`src/rtl/filter_readout_pkg.sv`:
```
// Shared types and constants for the filter serial readout sequencer.
package filter_readout_pkg;

  localparam int unsigned DROP_CNT_W  = 8;
  localparam int unsigned WORD_W_DEF  = 12;
  localparam int unsigned CLK_DIV_DEF = 2;

  typedef enum logic [2:0] {
    ST_IDLE,
    ST_SETUP,
    ST_LOW,
    ST_HIGH,
    ST_TRAIL,
    ST_GAP
  } state_e;

endpackage

```
`src/rtl/readout_phase_timer.sv`:
```
// Phase duration timer: reloads with CLK_DIV-1 on restart and counts down to zero.
module readout_phase_timer
  import filter_readout_pkg::*;
#(
  parameter int unsigned CLK_DIV = CLK_DIV_DEF
) (
  input  logic clk,
  input  logic rst,
  input  logic restart,
  output logic phase_last,
  output logic phase_last_next
);

  localparam int unsigned      CNT_W  = (CLK_DIV > 1) ? $clog2(CLK_DIV) : 1;
  localparam logic [CNT_W-1:0] RELOAD = CNT_W'(CLK_DIV - 1);

  logic [CNT_W-1:0] cnt_q, cnt_d;

  always_comb begin
    cnt_d = cnt_q;
    if (restart) begin
      cnt_d = RELOAD;
    end else if (cnt_q != '0) begin
      cnt_d = cnt_q - 1'b1;
    end
  end

  always_ff @(posedge clk or posedge rst) begin
    if (rst) begin
      cnt_q <= '0;
    end else begin
      cnt_q <= cnt_d;
    end
  end

  // The look-ahead lets the top register outputs that must be high in a phase's last cycle.
  assign phase_last      = (cnt_q == '0);
  assign phase_last_next = (cnt_d == '0);

endmodule

```
`src/rtl/filter_readout_ctrl.sv`:
```
// Serial readout sequencer: frames and clocks the filter shift register out MSB first
// and tracks words lost to early new_data strobes.
module filter_readout_ctrl
  import filter_readout_pkg::*;
#(
  parameter int unsigned WORD_W  = WORD_W_DEF,
  parameter int unsigned CLK_DIV = CLK_DIV_DEF
) (
  input  logic                  clk,
  input  logic                  rst,
  input  logic                  new_data,
  input  logic                  serial_data_in,
  input  logic                  ovr_clr,
  output logic                  shift,
  output logic                  ser_clk,
  output logic                  ser_data,
  output logic                  ser_frame,
  output logic                  busy,
  output logic                  word_done,
  output logic                  overrun,
  output logic [DROP_CNT_W-1:0] drop_count
);

  localparam int unsigned      BIT_W    = (WORD_W > 1) ? $clog2(WORD_W) : 1;
  localparam logic [BIT_W-1:0] LAST_BIT = BIT_W'(WORD_W - 1);

  state_e                  state_q, state_d;
  logic [BIT_W-1:0]        bit_q, bit_d;
  logic                    shift_q, shift_d;
  logic                    ser_clk_q, ser_clk_d;
  logic                    ser_data_q, ser_data_d;
  logic                    ser_frame_q, ser_frame_d;
  logic                    busy_q, busy_d;
  logic                    word_done_q, word_done_d;
  logic                    overrun_q, overrun_d;
  logic [DROP_CNT_W-1:0]   drop_count_q, drop_count_d;
  logic                    restart, drop, phase_last, phase_last_next;

  readout_phase_timer #(
    .CLK_DIV(CLK_DIV)
  ) u_timer (
    .clk            (clk),
    .rst            (rst),
    .restart        (restart),
    .phase_last     (phase_last),
    .phase_last_next(phase_last_next)
  );

  always_comb begin
    state_d = state_q;
    bit_d   = bit_q;
    drop    = 1'b0;
    unique case (state_q)
      ST_IDLE:  if (new_data) state_d = ST_SETUP;
      ST_SETUP: begin
        if (new_data) begin
          drop = 1'b1;
        end else begin
          state_d = ST_LOW;
          bit_d   = '0;
        end
      end
      ST_LOW: begin
        if (new_data) begin
          drop    = 1'b1;
          state_d = ST_GAP;
        end else if (phase_last) begin
          state_d = ST_HIGH;
        end
      end
      ST_HIGH: begin
        if (new_data) begin
          drop    = 1'b1;
          state_d = ST_GAP;
        end else if (phase_last) begin
          if (bit_q == LAST_BIT) begin
            state_d = ST_TRAIL;
          end else begin
            state_d = ST_LOW;
            bit_d   = bit_q + 1'b1;
          end
        end
      end
      ST_TRAIL: begin
        if (new_data) begin
          state_d = ST_GAP;
        end else if (phase_last) begin
          state_d = ST_IDLE;
        end
      end
      ST_GAP: begin
        if (new_data) begin
          drop = 1'b1;
        end else if (phase_last) begin
          state_d = ST_SETUP;
        end
      end
      default: state_d = ST_IDLE;
    endcase
    restart = (state_d != state_q) || drop;
  end

  // Outputs are registered from the next state so each one lines up with its phase.
  always_comb begin
    ser_frame_d = (state_d == ST_SETUP) || (state_d == ST_LOW) ||
                  (state_d == ST_HIGH) || (state_d == ST_TRAIL);
    ser_clk_d   = (state_d == ST_HIGH);
    busy_d      = (state_d != ST_IDLE);
    shift_d     = (state_d == ST_LOW) && phase_last_next && (bit_d != LAST_BIT);

    ser_data_d = 1'b0;
    if ((state_d == ST_LOW) && (state_q != ST_LOW)) begin
      ser_data_d = serial_data_in;
    end else if ((state_d == ST_LOW) || (state_d == ST_HIGH)) begin
      ser_data_d = ser_data_q;
    end

    // A TRAIL arrival in the last TRAIL cycle already has word_done showing.
    word_done_d = ((state_d == ST_TRAIL) && phase_last_next) ||
                  ((state_q == ST_TRAIL) && new_data && !phase_last);

    overrun_d    = overrun_q;
    drop_count_d = drop_count_q;
    if (drop) begin
      overrun_d = 1'b1;
      if (ovr_clr) begin
        drop_count_d = DROP_CNT_W'(1);
      end else if (drop_count_q != '1) begin
        drop_count_d = drop_count_q + 1'b1;
      end
    end else if (ovr_clr) begin
      overrun_d    = 1'b0;
      drop_count_d = '0;
    end
  end

  always_ff @(posedge clk or posedge rst) begin
    if (rst) begin
      state_q      <= ST_IDLE;
      bit_q        <= '0;
      shift_q      <= 1'b0;
      ser_clk_q    <= 1'b0;
      ser_data_q   <= 1'b0;
      ser_frame_q  <= 1'b0;
      busy_q       <= 1'b0;
      word_done_q  <= 1'b0;
      overrun_q    <= 1'b0;
      drop_count_q <= '0;
    end else begin
      state_q      <= state_d;
      bit_q        <= bit_d;
      shift_q      <= shift_d;
      ser_clk_q    <= ser_clk_d;
      ser_data_q   <= ser_data_d;
      ser_frame_q  <= ser_frame_d;
      busy_q       <= busy_d;
      word_done_q  <= word_done_d;
      overrun_q    <= overrun_d;
      drop_count_q <= drop_count_d;
    end
  end

  assign shift      = shift_q;
  assign ser_clk    = ser_clk_q;
  assign ser_data   = ser_data_q;
  assign ser_frame  = ser_frame_q;
  assign busy       = busy_q;
  assign word_done  = word_done_q;
  assign overrun    = overrun_q;
  assign drop_count = drop_count_q;

endmodule

```
`config.mk`:
```
export PLATFORM = sky130hd
export DESIGN_NAME = filter_readout_ctrl
export DESIGN_NICKNAME = d
export VERILOG_FILES = /design/src/rtl/filter_readout_pkg.sv /design/src/rtl/readout_phase_timer.sv /design/src/rtl/filter_readout_ctrl.sv
export SDC_FILE = /design/constraint.sdc
export NUM_CORES = 1
export LEC_CHECK = 0
export ABC_AREA = 1
export CORE_MARGIN = 10
export CORE_UTILIZATION = 53
export DETAILED_ROUTE_END_ITERATION = 8
export PLACE_DENSITY = 0.74
export SLEW_MARGIN = 20
export SYNTH_ARGS = -nofsm -noshare
export SYNTH_HDL_FRONTEND = slang
export SYNTH_SLANG_ARGS = --single-unit
export TNS_END_PERCENT = 10
```
`constraint.sdc`:
```
create_clock -name clk -period 1.6 [get_ports clk]
set_input_delay 0.4 -clock clk [delete_from_list [all_inputs] [get_ports clk]]
set_output_delay 0.4 -clock clk [all_outputs]
set_load 0.02 [all_outputs]
```
==> results.cfg, run 1 <==
[timing]
finalSetupTns_ns = 0
fmax_ghz = 0.659
hold_viol = 0
maxSlewViolCount = 0
relSlewSlack = 0.754
layout_setup_ws_ns = 0.0828
final-setup-viol-count = 0
skew_ns = 0.00105
timing.hold.ws_ns = 0.413
fin_crit_sh = 0.948
tightest_slew_ns = 0.368
rsz0062_at_grt = true
post-route-min-period_ns = 1.52

[synthesis]
synth_area_leaders = dfrtp_1 (42%), nand2_1 (15%), nand3_1 (9.6%)
synth-compound-area-share = 0.0626
yosys_most_used_dff = dfrtp_1
synth-simple-area-share = 0.390
synth_top_family_by_area = simple AND/OR/NAND/NOR gates
syn_nets = 193
yosysMostFrequentCell = nand2_1
ys_ff_latch = 23
ys_seq_area_frac = 0.424
synth_top_area_share = 0.424
syn_area_sq_mm = 0.00136
synthTopCellsByCount = nand2_1 (55), inv_1 (26), nand3_1 (26), dfrtp_1 (23), nor2_1 (14)
synth_cells = 186
async_reset_ff_frac = 1.00
synthXorXnorAreaFrac = 0.00645
ys_types = 23
yosys_warnings = 0
synth-edff-count = 0
synth_largest_area_cell = dfrtp_1
synthAdderAreaFrac = 0.0184
muxShareOfSynthArea = 0
avgSynthCellArea_sq_um = 7.31

[layout]
final_area_sq_mm = 0.00178
layout.nets = 237
antenna_cells = 0
drive_above_1_share = 0.218
nFillCells = 206
area_growth_pct = 31.1

[floorplanning]
core_area_sq_mm = 0.00245
initial_core_util = 0.554
die_y_um = 70.6
rows = 18
die-area_sq_mm = 0.00499
ioPinCount = 20
die_w_um = 70.6

[drt]
first_pass_iters = 5
final_antenna_net_count = 0
drtIter0Drc = 120
vias = 1397
avgViaCountPerCell = 5.39
drcViolationCount = 0
wl_mm = 3.48
wl_per_cell_um = 13.4

[critical_path]
crit_required_ns = 1.86
crit_chain = ha_4 -> nand4_1 -> nor2_2 -> nand3_2 -> nand2_4 -> buf_4 -> o21ai_0 -> a21oi_1
crit_path_top_delay_cell = dfrtp_1
critPathCaptureType = flop
rr_startpoint = drop_count[0]$_DFFE_PP0P_
reg2reg_to = drop_count[2]$_DFFE_PP0P_
cp_max_fo = 4
worst_setup_path_start_kind = flop
rr_worst_depth = 8
crit_cells = 8
critPathBufInv = 1
cp_top_family = simple AND/OR/NAND/NOR gates
critical-path-max-stage-delay_ns = 0.43
critPathKind = reg -> reg
cp.arrival_ns = 1.77
reg2reg_slack_ns = 0.08

[pwr]
p_int_mw = 1.37
p_total_mw = 2.48
p_seq_frac = 0.347
vdd_drop_max_mv = 1.23
p_sw_mw = 1.11
p_per_area_mw_per_mm2 = 1390
leakage_nw = 0.969
swShare = 0.447
combinationalPowerShare = 0.542
pwr-share-clk = 0.111

[global_route]
use_met2 = 0.248
use_met3 = 0.0279
overflow = 0
met1_usage = 0.130
grt_use_total = 0.129
grt_pass1_vias = 1359
antenna_found_initial = 0
grt_max_degree = 24
grt_pass1_wl_mm = 5.58
grt_busiest_layer = met2

[clock_network]
worstSkewPairLatency_ns = 0.32
clock-sinks = 23
ctsHoldBuffers = 0
numCtsBuffers = 3
htree_levels = 1
cts_tree = built
cts.clk_slew.worst_paths_ns = 0.13
root_buffer = clkbuf_4
cts_buffer_depth = 2

[hold_path]
hold_path_class = in -> async

[placed_design]
pre_cts_slack_ns = -0.270
portBuffers = 19
placedInstanceArea_sq_mm = 0.00166
place_congestion = 0.935
dp_hpwl_mm = 2.56

[run]
drv_cap = 0

[run_status]
status = finished, final reports clean
-- cell type report --
type	instances	area [sq um]	area share
clock buffer	3	22.5	0.0126
inverter	29	109	0.0611
timing repair buffer	41	339	0.190
tap	30	37.5	0.0211
clock inverter	1	5.00	0.00281
sequential	23	579	0.325
multi-input combinational	132	689	0.387
-- worst max path at each step --
| stage | end | slack, ns | startpoint |
|---|---|---|---|
| after floorplan | drop_count[5]$_DFFE_PP0P_ | 0.03 | drop_count[0]$_DFFE_PP0P_ |
| after global placement | shift$_DFF_PP0_ | -0.24 | new_data |
| after detailed placement | shift$_DFF_PP0_ | -0.27 | new_data |
| after CTS | drop_count[7]$_DFFE_PP0P_ | 0.02 | drop_count[1]$_DFFE_PP0P_ |
| after global routing | drop_count[7]$_DFFE_PP0P_ | -0.08 | drop_count[0]$_DFFE_PP0P_ |
| final | drop_count[2]$_DFFE_PP0P_ | 0.08 | drop_count[0]$_DFFE_PP0P_ |
-- placed cells by master (no fill, tap or decap), types with 4 or more instances in the layout --
master,Yosys,layout
nand2_1,55,54
inv_1,26,25
nand3_1,26,25
buf_4,0,22
dfrtp_1,23,20
dlygate4sd2_1,0,15
nor2_1,14,10
o21ai_1,5,7
nand4_1,6,6
nor2_2,2,6
o21ai_0,7,5
nand3_2,3,4
inv_2,3,4
-- worst register-to-register path: cells and delay by family, from the launching register on --
kind / cells / cell delay [ns]
buf+inv: 1 / 0.13
compound gates: 2 / 0.18
fa+ha+maj: 1 / 0.16
simple gates: 4 / 0.55
flops: 1 / 0.43
-- state kept, by name, indices dropped and copies added, names as in the netlist --
register,count
word_done,1
ser_data,1
ser_clk,1
shift,1
overrun,1
busy,1
state_q,3
u_timer.cnt_q,1
bit_q,4
ser_frame,1
drop_count,8
-- cell families (layout without fill, tap and decap cells) --
| logic type | Yosys count | in the layout |
|---|---|---|
| AND/OR/NAND/NOR | 113 | 113 |
| adder cells (fa/ha/maj) | 2 | 2 |
| buffers and inverters | 31 | 74 |
| flip-flops | 23 | 23 |
| XOR/XNOR | 1 | 1 |
| AO/OA/AOI/OAI | 16 | 16 |
-- repair_timing --
action,in CTS,in global routing
gates resized for setup,15,17
setup endpoints to repair,15,10
pin swaps,0,4
setup buffers,0,9
-- metrics by stage --
| stage | util | std cells |
|---|---|---|
| finish | 0.726 | 259 |
| global route | 0.726 | 259 |
| CTS | 0.679 | 250 |
| detailed placement | 0.675 | 246 |
| global placement | 0.675 | 246 |
| floorplan | - | 186 |
-- layer usage --
metal  routed length (um)  part of all wire
met1                 1400              0.40
met2                 1820              0.52
met3                  166             0.048
met4                   85             0.024
met5                    0                 0
-- power by group through the flow --
stage	clock, mW	combinational (mW)	sequential (mW)
3_3_place_gp	0	1.19	0.860
6_report	0.277	1.35	0.861
5_1_grt	0.298	1.51	0.884
2_1_floorplan	0	0.738	0.934
3_5_place_dp	0	1.22	0.867
4_1_cts	0.280	1.17	0.851
Power figures use the tool's default switching activity.
==> run 2: changes to the inputs <==
CORE_UTILIZATION = 40   (was 53)
PLACE_DENSITY = 0.58   (was 0.74)
SYNTH_HIERARCHICAL = 1   (was not set)
==> results.cfg, run 2 <==
[run_status]
status = finished, final reports clean

[layout]
layout_common_cells = nand2_1 (57), buf_4 (30), inv_1 (24)
multiInputGateArea_sq_um = 677
layout.nets = 256
nFillCells = 338
largest_register_ffs = 8
area_growth_pct = 38.4
drive_above_1_share = 0.278
mostFrequentLayoutCell = nand2_1
stdcell_count = 294
seqCellArea_sq_um = 579
final_area_sq_mm = 0.00190
antenna_cells = 0

[critical_path]
cp_top_family = simple AND/OR/NAND/NOR gates
critPathCaptureType = flop
reg2reg_to = shift$_DFF_PP0_
rr_startpoint = state_q[2]$_DFF_PP0_
crit_path_top_delay_cell = dfrtp_2
rr_worst_depth = 9
cp_max_fo = 7
critPathKind = reg -> reg
cp.arrival_ns = 1.77
reg2reg_slack_ns = 0.04
worst_setup_path_start_kind = flop
crit_required_ns = 1.81
critical-path-max-stage-delay_ns = 0.51
critPathBufInv = 1
crit_chain = buf_4 -> nor2_2 -> nand2_1 -> nor2_1 -> nand3_1 -> nand2_1 -> nand2_1 -> nor2_2 -> nor2_2

[placed_design]
pre_cts_slack_ns = -0.373
place_congestion = 0.876
dp_hpwl_mm = 2.70
placedInstanceArea_sq_mm = 0.00182
portBuffers = 19
place_inst = 285

[synthesis]
yosysMostFrequentCell = nand2_1
yosys_warnings = 6
yosys_most_used_dff = dfrtp_1
syn_nets = 203
synthTopCellsByCount = nand2_1 (58), inv_1 (27), dfrtp_1 (23), nand3_1 (23), nor2_1 (13)
ys_types = 21
async_reset_ff_frac = 1.00
synth_area_leaders = dfrtp_1 (42%), nand2_1 (16%), nand3_1 (8.4%)
synth-edff-count = 0
ys_seq_area_frac = 0.420
ys_ff_latch = 23
syn_area_sq_mm = 0.00137
synth_cells = 196
synth_top_area_share = 0.420
avgSynthCellArea_sq_um = 7.00
synth_largest_area_cell = dfrtp_1

[global_route]
grt_busiest_layer = met2
grt_use_total = 0.108
antenna_found_initial = 0
use_met2 = 0.195
overflow = 0
grt_pass1_vias = 1291
grt_pass1_wl_mm = 5.49
use_met3 = 0.0239
grt_max_degree = 21
met1_usage = 0.118

[hold_path]
hold_path_class = in -> async

[clock_network]
htree_levels = 1
worstSkewPairLatency_ns = 0.30
cts_tree = built
numCtsBuffers = 3
cts.clk_slew.worst_paths_ns = 0.13
clock-sinks = 23
root_buffer = clkbuf_4
cts_buffer_depth = 2

[timing]
tightest_slew_ns = 0.250
fmax_ghz = 0.639
maxSlewViolCount = 0
hold_viol = 0
fin_crit_sh = 0.978
skew_ns = 0.00560
layout_setup_ws_ns = 0.0356
rsz0062_at_grt = true
post-route-min-period_ns = 1.56
final-setup-viol-count = 0
finalSetupTns_ns = 0
relSlewSlack = 0.832

[floorplanning]
die-area_sq_mm = 0.00617
ioPinCount = 20
rows = 21
die_y_um = 78.6
initial_core_util = 0.411
core_area_sq_mm = 0.00334
die_w_um = 78.6

[drt]
drcViolationCount = 0
avgViaCountPerCell = 4.70
final_antenna_net_count = 0
vias = 1383
first_pass_iters = 4
drtIter0Drc = 33
wl_per_cell_um = 11.6
wl_mm = 3.41

[pwr]
vdd_drop_max_mv = 0.834
p_per_area_mw_per_mm2 = 1390
leakage_nw = 1.04
p_total_mw = 2.63

[run]
drv_cap = 0
-- run 2: logic make-up after synthesis --
| group | Yosys count | share of synthesized area |
|---|---|---|
| AOI/OAI and AO/OA | 18 | 0.0730 |
| xor gates and xnor gates | 1 | 0.00639 |
| adders and majority gates | 2 | 0.0182 |
| buffers and inverters | 39 | 0.109 |
| DFF | 23 | 0.420 |
| and+or+nand+nor | 113 | 0.374 |
-- run 2: worst max-delay path by stage --
stage | startpoint | to | slack, ns | cells after the start
floorplan | drop_count[1]$_DFFE_PP0P_ | drop_count[7]$_DFFE_PP0P_ | 0.06 | 10
global placement | new_data | shift$_DFF_PP0_ | -0.33 | 11
detailed placement | new_data | shift$_DFF_PP0_ | -0.37 | 11
CTS | bit_q[0]$_DFF_PP0_ | shift$_DFF_PP0_ | 0.006 | 12
global route | state_q[1]$_DFF_PP0_ | shift$_DFF_PP0_ | -0.12 | 11
finish | state_q[2]$_DFF_PP0_ | shift$_DFF_PP0_ | 0.04 | 9
-- run 2: metrics by stage --
stage               utilization  hold slack [ns]
floorplan                     -            0.129
global placement          0.544            0.464
detailed placement        0.544            0.473
CTS                       0.547            0.238
global route              0.569            0.243
finish                    0.569            0.242
-- run 2: what timing repair did --
| action | in CTS | in global routing |
|---|---|---|
| setup buffers | 0 | 5 |
| pin swaps | 0 | 7 |
| hold buffers | 0 | 0 |
| resized for setup | 19 | 14 |
| gates cloned | 0 | 0 |
| setup endpoints to repair | 16 | 6 |
-- run 2: report_power, final --
| part | internal, mW | switching [mW] | leakage (nW) |
|---|---|---|---|
| Combinational | 0.634 | 0.861 | 0.727 |
| Sequential | 0.734 | 0.139 | 0.300 |
| Clock | 0.0932 | 0.171 | 0.0177 |
-- run 2: area by class of cell --
| type | instances | area share |
|---|---|---|
| Clock buffer | 3 | 0.0119 |
| Timing Repair Buffer | 50 | 0.219 |
| Sequential cell | 23 | 0.305 |
| Clock inverter | 1 | 0.00264 |
| Tap cell | 46 | 0.0303 |
| Inverter | 37 | 0.0745 |
| Multi-Input combinational cell | 134 | 0.357 |
-- run 2: per-layer routing --
metal,vias to the layer above,routed length (um)
met5,-,0
met4,0,46
met3,4,119
met2,20,1700
met1,631,1550
li1,728,-
